<file path="src/rtl/regfile_2w2r.sv">
`default_nettype none
// ============================================================================
//  Module   : regfile_2w2r
//  Purpose  : General-purpose register file, 2 synchronous write ports and
//             2 asynchronous read ports. A hardware clear sequencer writes
//             CLR_VAL into every entry, one per cycle, after reset or on a
//             clr pulse, so no uninitialised register is ever visible.
//
//  Ports    : clk            clock, rising edge
//             reset          synchronous, active-high reset (starts a clear)
//             clr            one-cycle pulse, starts/restarts a clear
//             busy           high while the clear sequence runs
//             wea/waddra/dina  write port A
//             web/waddrb/dinb  write port B (wins over A on same address)
//             raddra/douta   read port A (combinational)
//             raddrb/doutb   read port B (combinational)
//
//  Options  : REGFILE_BYPASS_EN - when defined, a read of an address being
//             written in the same cycle returns the incoming write data.
//
//  Revision : 1.0 - initial release
// ============================================================================
module regfile_2w2r #(
    parameter int            DW      = 16,
    parameter int            AW      = 4,
    parameter logic [DW-1:0] CLR_VAL = '0
) (
    input  logic          clk,
    input  logic          reset,
    input  logic          clr,
    output logic          busy,
    input  logic          wea,
    input  logic [AW-1:0] waddra,
    input  logic [DW-1:0] dina,
    input  logic          web,
    input  logic [AW-1:0] waddrb,
    input  logic [DW-1:0] dinb,
    input  logic [AW-1:0] raddra,
    input  logic [AW-1:0] raddrb,
    output logic [DW-1:0] douta,
    output logic [DW-1:0] doutb
);

    localparam int            c_DEPTH    = 1 << AW;
    localparam logic [AW-1:0] c_CNT_LAST = '1;

    typedef enum logic [0:0] {
        S_IDLE  = 1'b0,
        S_CLEAR = 1'b1
    } state_t;

    state_t          r_state;
    state_t          w_state_nxt;
    logic [AW-1:0]   r_cnt;
    logic [AW-1:0]   w_cnt_nxt;
    logic            r_busy;
    logic            w_busy_nxt;

    // Storage carries no reset; it is initialised only by the clear sequence.
    logic [DW-1:0]   r_mem [0:c_DEPTH-1];

    logic            w_clr_we;
    logic            w_we_a;
    logic            w_we_b;
    logic [DW-1:0]   w_rd_a;
    logic [DW-1:0]   w_rd_b;

    // ------------------------------------------------------------------
    // Clear sequencer: state register (reset has top priority)
    // ------------------------------------------------------------------
    always_ff @(posedge clk) begin
        if (reset) begin
            r_state <= S_CLEAR;
            r_cnt   <= '0;
            r_busy  <= 1'b1;
        end else begin
            r_state <= w_state_nxt;
            r_cnt   <= w_cnt_nxt;
            r_busy  <= w_busy_nxt;
        end
    end

    // ------------------------------------------------------------------
    // Clear sequencer: next state
    // ------------------------------------------------------------------
    always_comb begin
        w_state_nxt = r_state;
        w_cnt_nxt   = r_cnt;
        w_busy_nxt  = r_busy;
        case (r_state)
            S_IDLE: begin
                if (clr) begin
                    w_state_nxt = S_CLEAR;
                    w_cnt_nxt   = '0;
                    w_busy_nxt  = 1'b1;
                end
            end
            S_CLEAR: begin
                if (clr) begin
                    // Restart takes precedence over finishing the sweep.
                    w_cnt_nxt = '0;
                end else if (r_cnt == c_CNT_LAST) begin
                    w_state_nxt = S_IDLE;
                    w_cnt_nxt   = '0;
                    w_busy_nxt  = 1'b0;
                end else begin
                    w_cnt_nxt = r_cnt + 1'b1;
                end
            end
            default: begin
                w_state_nxt = S_IDLE;
                w_cnt_nxt   = '0;
                w_busy_nxt  = 1'b0;
            end
        endcase
    end

    // ------------------------------------------------------------------
    // Array writes. User writes are dropped while clearing and on a
    // reset edge.
    // ------------------------------------------------------------------
    assign w_clr_we = (r_state == S_CLEAR) && !reset;
    assign w_we_a   = (r_state == S_IDLE) && !reset && wea;
    assign w_we_b   = (r_state == S_IDLE) && !reset && web;

    always_ff @(posedge clk) begin
        if (w_clr_we) begin
            r_mem[r_cnt] <= CLR_VAL;
        end else begin
            if (w_we_a) begin
                r_mem[waddra] <= dina;
            end
            // Port B is written last so it wins an address collision.
            if (w_we_b) begin
                r_mem[waddrb] <= dinb;
            end
        end
    end

    // ------------------------------------------------------------------
    // Read ports
    // ------------------------------------------------------------------
`ifdef REGFILE_BYPASS_EN
    always_comb begin
        w_rd_a = r_mem[raddra];
        if (web && (waddrb == raddra)) begin
            w_rd_a = dinb;
        end else if (wea && (waddra == raddra)) begin
            w_rd_a = dina;
        end
    end

    always_comb begin
        w_rd_b = r_mem[raddrb];
        if (web && (waddrb == raddrb)) begin
            w_rd_b = dinb;
        end else if (wea && (waddra == raddrb)) begin
            w_rd_b = dina;
        end
    end
`else
    assign w_rd_a = r_mem[raddra];
    assign w_rd_b = r_mem[raddrb];
`endif

    // Outputs are masked while clearing so partially cleared data never leaks.
    assign douta = r_busy ? '0 : w_rd_a;
    assign doutb = r_busy ? '0 : w_rd_b;
    assign busy  = r_busy;

endmodule
`default_nettype wire

</file>
<file path="config.mk">
export PLATFORM = sky130hd
export DESIGN_NAME = regfile_2w2r
export DESIGN_NICKNAME = d
export VERILOG_FILES = /design/src/rtl/regfile_2w2r.sv
export SDC_FILE = /design/constraint.sdc
export NUM_CORES = 1
export LEC_CHECK = 0
export ABC_AREA = 1
export ABC_CLOCK_PERIOD_IN_PS = 7760
export BUFFER_PORTS_ARGS = -buffer_cell sky130_fd_sc_hd__buf_2
export CORE_MARGIN = 4
export CORE_UTILIZATION = 40
export CTS_BUF_LIST = sky130_fd_sc_hd__clkbuf_4
export CTS_CLUSTER_SIZE = 10
export DETAILED_ROUTE_END_ITERATION = 12
export MAX_ROUTING_LAYER = met4
export PLACE_DENSITY = 0.58
export SKIP_CTS_REPAIR_TIMING = 1
export SYNTH_ARGS = -nofsm -noshare
export SYNTH_HDL_FRONTEND = slang
export SYNTH_SLANG_ARGS = --single-unit
</file>
<file path="constraint.sdc">
create_clock -name clk -period 7.76 [get_ports clk]
set_input_delay 1.552 -clock clk [delete_from_list [all_inputs] [get_ports clk]]
set_output_delay 1.552 -clock clk [all_outputs]
set_load 0.01 [all_outputs]
</file>
=== After elaboration in Yosys (flattened, before gate mapping) ===
Memories as Yosys holds them, arrays and structs flattened.
Cells that the tools add are included.

* Output and inout bits: 33
* Memory bits (writable): 256
* Memories: 1
* Logic and storage cells: 42
* Bits of input ports: 53
* Bits in registers: 6

{| class="wikitable"
|+ Memories
! memory !! depth !! bits a word !! read ports !! clocked after memory_dff !! wr ports !! RTL line !! text
|-
| r_mem || 16 || 16 || 2 || 0 || 2 || 60 || <nowiki>logic [DW-1:0] r_mem [0:c_DEPTH-1];</nowiki>
|}

* Muxes and demuxes: 25
* Bitwise operators: 1
* Equality and inequality tests: 4
* Reductions and logical operators: 7
* $add $sub $neg: 1

{| class="wikitable"
|+ Operators by type and width
! cell !! count
|-
| 16-bit two-way mux || 3
|-
| 4-bit two-way mux || 4
|-
| 16-bit OR reduction || 1
|-
| 1-bit two-way mux || 15
|-
| 4-bit one-hot mux with 2 select lines || 1
|-
| 4-bit by 1-bit adder with 4-bit output (second input constant) || 1
|-
| 4-bit equality test (second input constant) || 1
|-
| 1-bit logical AND || 4
|-
| 2-bit != test (second input constant) || 2
|-
| 1-bit one-hot mux with 2 select lines || 2
|-
| 3-bit AND reduction || 1
|-
| 2-bit by 1-bit != test with 1-bit output (second input constant) || 1
|-
| 1-bit zero test || 1
|-
| 1-bit inverter || 1
|}

=== Logic depth before layout (Yosys ltp) ===
Gate-level depths: netlist (run 1).

* Depth in word-level cells: 8
* Depth in mapped cells: 8
* Mapped depth without buffers: 7

=== Least setup slack after synthesis (run 1) ===
Ideal clock, no wire load.

* Path type: input -> output
* From: input port raddra[0]
* To: output port douta[10]
* Path buffers: 2
* Required time: 6208 ps
* Arrival time: 2521 ps
* Stages on the path: 8
* Slack: 3687 ps
* Path through: inv_1 clkbuf_1 clkbuf_1 nand2_1 nand3_1 nand3_1 nand3_1 a21oi_1

* Cells in the longest elaborated chain, start to end: 2

{| class="wikitable"
|+ RTL lines
! element !! RTL line !! text
|-
| from (decl) || 38 || <nowiki>input logic [AW-1:0] raddra,</nowiki>
|-
| memory 16 x 16 bit || - ||
|-
| 16-bit two-way mux || 167 || <nowiki>assign douta = r_busy ? '0 : w_rd_a;</nowiki>
|-
| to (decl) || 40 || <nowiki>output logic [DW-1:0] douta,</nowiki>
|}

Every way passes these cells.

=== Final worst setup path (run 1) ===
* From: input port raddra[1]
* To: output port douta[15]

Same word-level chain as after synthesis.

==> results.md, run 1 <==
- First-pass DRT Iterations: 6
- Top FF cell, synth: edfxtp_1
- Die W: around 210 µm
- Fin. Hold Viols: 0
- GRT Overall Usage: roughly 30%
- Place WS: between 2 and 2.5 ns
- Post-route ant nets: 0
- Total power: 3.26 mW
- Post-synthesis compound-gate area fraction: under 10%
- Initial antenna violation count: 2
- WL per Instance: 22.3 µm
- CP max FO: 42
- Core ar.: approximately 0.042 mm²
- Vias per cell: between 5 and 6
- # fillers: about 4300
- Final Util: between 40% and 50%
- Mapped cell area: 0.0170 mm²
- Worst hold path cell count: 2
- Clock Pin Slew Worst Setup and Hold Paths: around 0.070 ns
- Seq cells post-synth: around 260
- Port bufs: 85
- Post-Syn Area per Cell: 7.13 µm²
- Final setup margin: about 2 ns
- H-tree Lvls: 3
- WP data required: roughly 6.2 ns
- LEAKAGE: around 8.2 nW
- CTS tree: built
- Syn_nets: about 2400
- I/O pins: 86
- Site Rows: 75
- Post-synth ARST share: 0%
- Largest buffer count on any clock path: 3
- EDFF count, synth: 256
- Placer Congestion: ~0.9
- Clk_skew: roughly 0.030 ns
- Area Growth Syn to Fin: 10.7%
- Largest family of logic cells by synthesized area: simple AND/OR/NAND/NOR gates
- GRT overflow: 0
- Final setup fails: 0
- Slew HR: 21.2%
- Synth cell types: 24
- Synth Area in Simple Gates: ~33%
- CP Capture Type: output port
- Worst R2R Path Depth: 8
- RSZ-0062 raised after global routing: false
- Critical Path Start Type: primary input
- Hold Path Class: reg2reg
- Synth Instances: roughly 2400
- Largest net degree at the start of global routing: between 80 and 90
- Post-synthesis xor/xnor area fraction: less than 1%
- Slew @ Worst Pin: between 1 and 1.5 ns
- Period utilization: between 70% and 80%
- Die footprint: between 0.04 and 0.05 mm²
- R2R Setup Slk: 4.50 ns
- Initial detailed-routing violation count: approximately 2100
- Post-layout min period: between 5 and 6 ns
- Clock Tree Root: clkbuf_4
- Total Wirelength: 66900 µm
- First-pass GRT wire length: 100000 µm
- Status: complete, no violations
- Worst EP arrival: 4.25 ns
- Final Slew Violations: 0
- Max cap viols: 0
- Post-synthesis sequential area ratio: 46.0%
- Crit path kind: in2out
- VDD IR-drop max: between 0.00008 and 0.00009 V
- Power per cell area: 174 mW/mm²
- Peak Freq: approximately 170 MHz
- Number of remaining DRC errors: 0
- Num CTS Buffers: 77
- Vias in the first global route: between 15000 and 20000
- Synth warnings: 0
- Share of cells above drive strength 1: between 10 and 15%
- Post-synthesis adder-cell area fraction: less than 1%
- Multiplexer area fraction after synthesis: 0%
- Die height: 214 µm
- Clock latency on the worst-skew pair: a little under 0.8 ns
- Final net count: around 2500
- CTS Sinks: roughly 260
- Setup TNS: 0 ns
- Starting density of the core: 40.4%
- Post-DP HPWL: between 30000 and 40000 µm
- Vias: approximately 17000
-- worst max-delay path, cell delays in order --
cell	delay (ns)
buf_2	0.66
clkinv_2	0.65
buf_4	0.53
nand3_1	0.17
nand3_1	0.13
nand3_1	0.11
a21oi_1	0.16
buf_2	0.25
-- sequential cells by signal, indices dropped and copies added, names as in the netlist --
name     flops
r_mem      256
r_cnt        4
busy         1
r_state      1
-- cells by family (layout without fill, tap and decap cells) --
family | after synthesis | in the layout
compound gates | 314 | 314
xor+xnor | 1 | 1
fa+ha+maj | 1 | 1
buf+inv | 501 | 576
flops | 262 | 262
other cells | 0 | 6
simple gates | 1301 | 1301
-- through the flow --
stage               area [µm²]  hold WS, ns  cells
floorplan                17000        0.467   2380
global placement         17700        0.502   2860
detailed placement       17700        0.514   2860
CTS                      18800        0.527   2994
global route             18800        0.580   2998
finish                   18800        0.528   3000
-- final cells by class --
class / count / area [µm²] / area share (%)
diodes: 6 / 15.0 / 0.0800
multi-input cells: 1617 / 7310 / 38.9
inverters: 312 / 1180 / 6.27
flip-flops and latches: 262 / 7810 / 41.6
repair buffers: 130 / 768 / 4.09
well taps: 539 / 674 / 3.59
clock inverters: 26 / 209 / 1.11
clock buffers: 108 / 811 / 4.32
-- power breakdown --
group,switching (mW),total (mW),internal (mW)
clock,0.644,1.42,0.772
sequential,0.00346,1.55,1.54
combinational,0.225,0.303,0.0776
total,0.873,3.26,2.39
-- per-layer routing --
| layer | routed length (µm) | vias to the layer above | GRT usage, % |
|---|---|---|---|
| met5 | 0 | - | - |
| met4 | 4100 | 0 | 16.8 |
| met3 | 7380 | 242 | 6.01 |
| met2 | 30200 | 1047 | 46.1 |
| met1 | 25200 | 7852 | 36.2 |
| li1 | - | 7829 | - |
-- final timing paths --
path                            end             startpoint
max                       douta[15]              raddra[1]
max reg2reg  r_mem[2][12]$_DFFE_PP_     r_state$_SDFF_PP1_
min reg2reg   r_cnt[3]$_SDFFE_PP0P_  r_cnt[3]$_SDFFE_PP0P_
min           r_cnt[3]$_SDFFE_PP0P_  r_cnt[3]$_SDFFE_PP0P_
-- cell usage in the layout, fill, tap and decap left out, types with 2 or more instances in the layout --
| cell | instances |
|---|---|
| nand2_1 | 802 |
| nand3_1 | 461 |
| inv_1 | 305 |
| edfxtp_1 | 256 |
| o21ai_0 | 218 |
| clkbuf_4 | 108 |
| buf_2 | 83 |
| buf_4 | 47 |
| o21ai_1 | 44 |
| a21oi_1 | 35 |
| clkinv_1 | 17 |
| nor2_1 | 12 |
| o21ai_2 | 12 |
| nor2_4 | 11 |
| diode_2 | 6 |
| inv_2 | 6 |
| nor2_2 | 5 |
| dfxtp_1 | 5 |
| o21ai_4 | 4 |
| nand4_2 | 4 |
| bufinv_16 | 4 |
| clkinv_2 | 3 |
| nand2_2 | 2 |
| nand4_1 | 2 |
| inv_4 | 2 |
-- Yosys cell counts, types with 2 or more instances --
master	number	area, µm²
nor2_4	11	124
inv_1	307	1150
o21ai_0	233	1170
buf_4	2	15.0
nor2_2	5	31.3
a21oi_1	35	175
nand2_1	803	3010
nand4_1	2	12.5
nor2_1	12	45.0
clkbuf_1	124	465
buf_1	22	82.6
nand4_2	4	50.1
dfxtp_1	6	120
o21ai_1	45	225
buf_2	40	200
nand3_1	462	2310
edfxtp_1	256	7690
inv_2	5	18.8
Power figures use the tool's default switching activity.
==> inputs of run 2 (changes only) <==
Settings changed: ABC_CLOCK_PERIOD_IN_PS 7760 to 5520.
Clock period 7.76 ns to 5.52 ns, I/O delays scaled along.
==> run 2 against run 1 <==
  * Largest power group unchanged
  * Wire length shrank 1.2%
  * Count of clock-buffer cells in the layout is 5 higher
  * Flip-flop and latch count unchanged
==> results.md, run 2 (synthesis gave the netlist of run 1 again) <==
- Area Growth Syn to Fin: 10.9%
- Finished Layout Cells: ~3000
- Period utilization: about four fifths
- Clock latency on the worst-skew pair: ~0.76 ns
- Largest net degree at the start of global routing: between 90 and 100
- Peak Freq: ~220 MHz
- Worst hold path cell count: 2
- Die W: 214 µm
- Slew @ Worst Pin: 1.20 ns
- CP max FO: about 90
- I/O pins: 86
- Power share of the clock group: between 40% and 50%
- Min Hold Slack: ~0.52 ns
- Post-DP HPWL: around 39000 µm
- Status: complete, no violations
- Crit path kind: in2out
- Vias in the first global route: 16493
- Fin. Hold Viols: 0
- Largest reg by FF count: r_mem
- Worst EP arrival: between 3 and 4 ns
- Total Wirelength: around 66000 µm
- Num CTS Buffers: 79
- R2R Path End: r_mem[11][10]$_DFFE_PP_
- Worst reg2reg path startpoint: r_state$_SDFF_PP1_
- R2R Setup Slk: about 2.5 ns
- Worst R2R Path Depth: 8
- Clock Tree Root: clkbuf_4
- Number of remaining DRC errors: 0
- Final setup fails: 0
- Placed Instances: roughly 2900
- Largest buffer count on any clock path: 3
- GRT Overall Usage: between 20% and 30%
- WL per Instance: between 20 and 25 µm
- Post-layout min period: about 4.5 ns
- Hold endpoint: r_cnt[3]$_SDFFE_PP0P_
- Logic gate share of total power: a little under a tenth
- Critical Path Start Type: primary input
- Hold_sp: r_cnt[3]$_SDFFE_PP0P_
- GRT overflow: 0
- CP Capture Type: output port
- Largest register FFs: 256
- WP data required: approximately 4.4 ns
- Site Rows: 75
- Sequential share of power: ~48%
- Vias per cell: ~5.6
- CTS tree: built
- Sw frac: a little over a quarter
- First-pass GRT wire length: between 90000 and 100000 µm
- Most common cell after layout, fill and taps aside: nand2_1
- Setup TNS: 0 ns
- Clk_skew: about 0.029 ns
- Final Slew Violations: 0
- Starting density of the core: 40.4%
- Sw Pwr: ~1.2 mW
- Internal power: 3.31 mW
- LEAKAGE: 8.20 nW
- Hold Path Class: reg2reg
- Vias: 16932
- Initial antenna violation count: 1
- First-pass DRT Iterations: 6
- Final net count: roughly 2500
- RSZ-0062 raised after global routing: false
- Biggest regs: r_mem x256, r_cnt x4
- Max cap viols: 0
- CTS Sinks: approximately 260
- Placer Congestion: 0.885
- Clock Pin Slew Worst Setup and Hold Paths: roughly 0.070 ns
- Port bufs: 85
- Die footprint: 0.0458 mm²
- Most frequent cells in the layout: nand2_1 (802), nand3_1 (461), inv_1 (305), edfxtp_1 (256), o21ai_0 (218)
- Initial detailed-routing violation count: between 2000 and 2500
- Core ar.: between 0.04 and 0.05 mm²
- Die height: 214 µm
- Post-route ant nets: 0
- VDD IR-drop max: ~0.00010 V
- Power per cell area: roughly 240 mW/mm²
- H-tree Lvls: 3
- Share of cells above drive strength 1: 12.4%
- Slew HR: around a fifth
## run 2: how the worst max path moves through the flow
stage | start | end | slack, ns | cells past startpoint
floorplan | reset | r_mem[8][0]$_DFFE_PP_ | 2.10 | 8
global placement | raddrb[0] | doutb[10] | 1.13 | 9
detailed placement | raddra[0] | douta[14] | 1.09 | 8
CTS | raddra[0] | douta[14] | 1.09 | 8
global route | raddra[0] | douta[3] | 0.90 | 8
finish | raddra[0] | douta[3] | 1.03 | 8
## run 2: layout make-up
cell class,count,area (µm²)
multi-input combinational,1617,7280
tap,539,674
inverter,312,1180
timing repair buffer,140,881
clock inverter,20,130
sequential,262,7810
antenna,3,7.51
fill,4187,23100
clock buffer,113,848
## run 2: power by group through the flow
stage                     combinational (mW)  clock, mW  sequential, mW
after detailed placement               0.422          0            2.22
after global routing                   0.469       2.07            2.17
after floorplan                        0.266          0            2.21
after global placement                 0.419          0            2.22
after CTS                              0.424       1.96            2.17
final                                  0.434       1.93            2.17
## run 2: critical path, stage by stage
cell,delay [ns]
buf_4,0.39
buf_4,0.92
nand2_1,0.11
nand3_1,0.12
nand3_1,0.14
nand3_1,0.12
a21oi_1,0.14
buf_2,0.24
## run 2: per-layer routing
layer	track usage [%]	routed length, µm	up-vias	part of all wire [%]
met5	-	0	-	0
met4	17.8	4330	0	6.6
met3	5.42	7060	255	11
met2	43.8	28800	1046	44
met1	36.5	25900	7782	39
li1	-	-	7849	-
## run 2: metrics by stage
stage	cell area (µm²)	total power, mW	setup slack, ns	util, %
finish	18800	4.54	1.03	44.8
global route	18800	4.71	0.903	44.8
CTS	18800	4.56	1.09	44.8
detailed placement	17800	2.64	1.09	42.5
global placement	17800	2.63	1.13	42.5
floorplan	17000	2.48	2.10	-
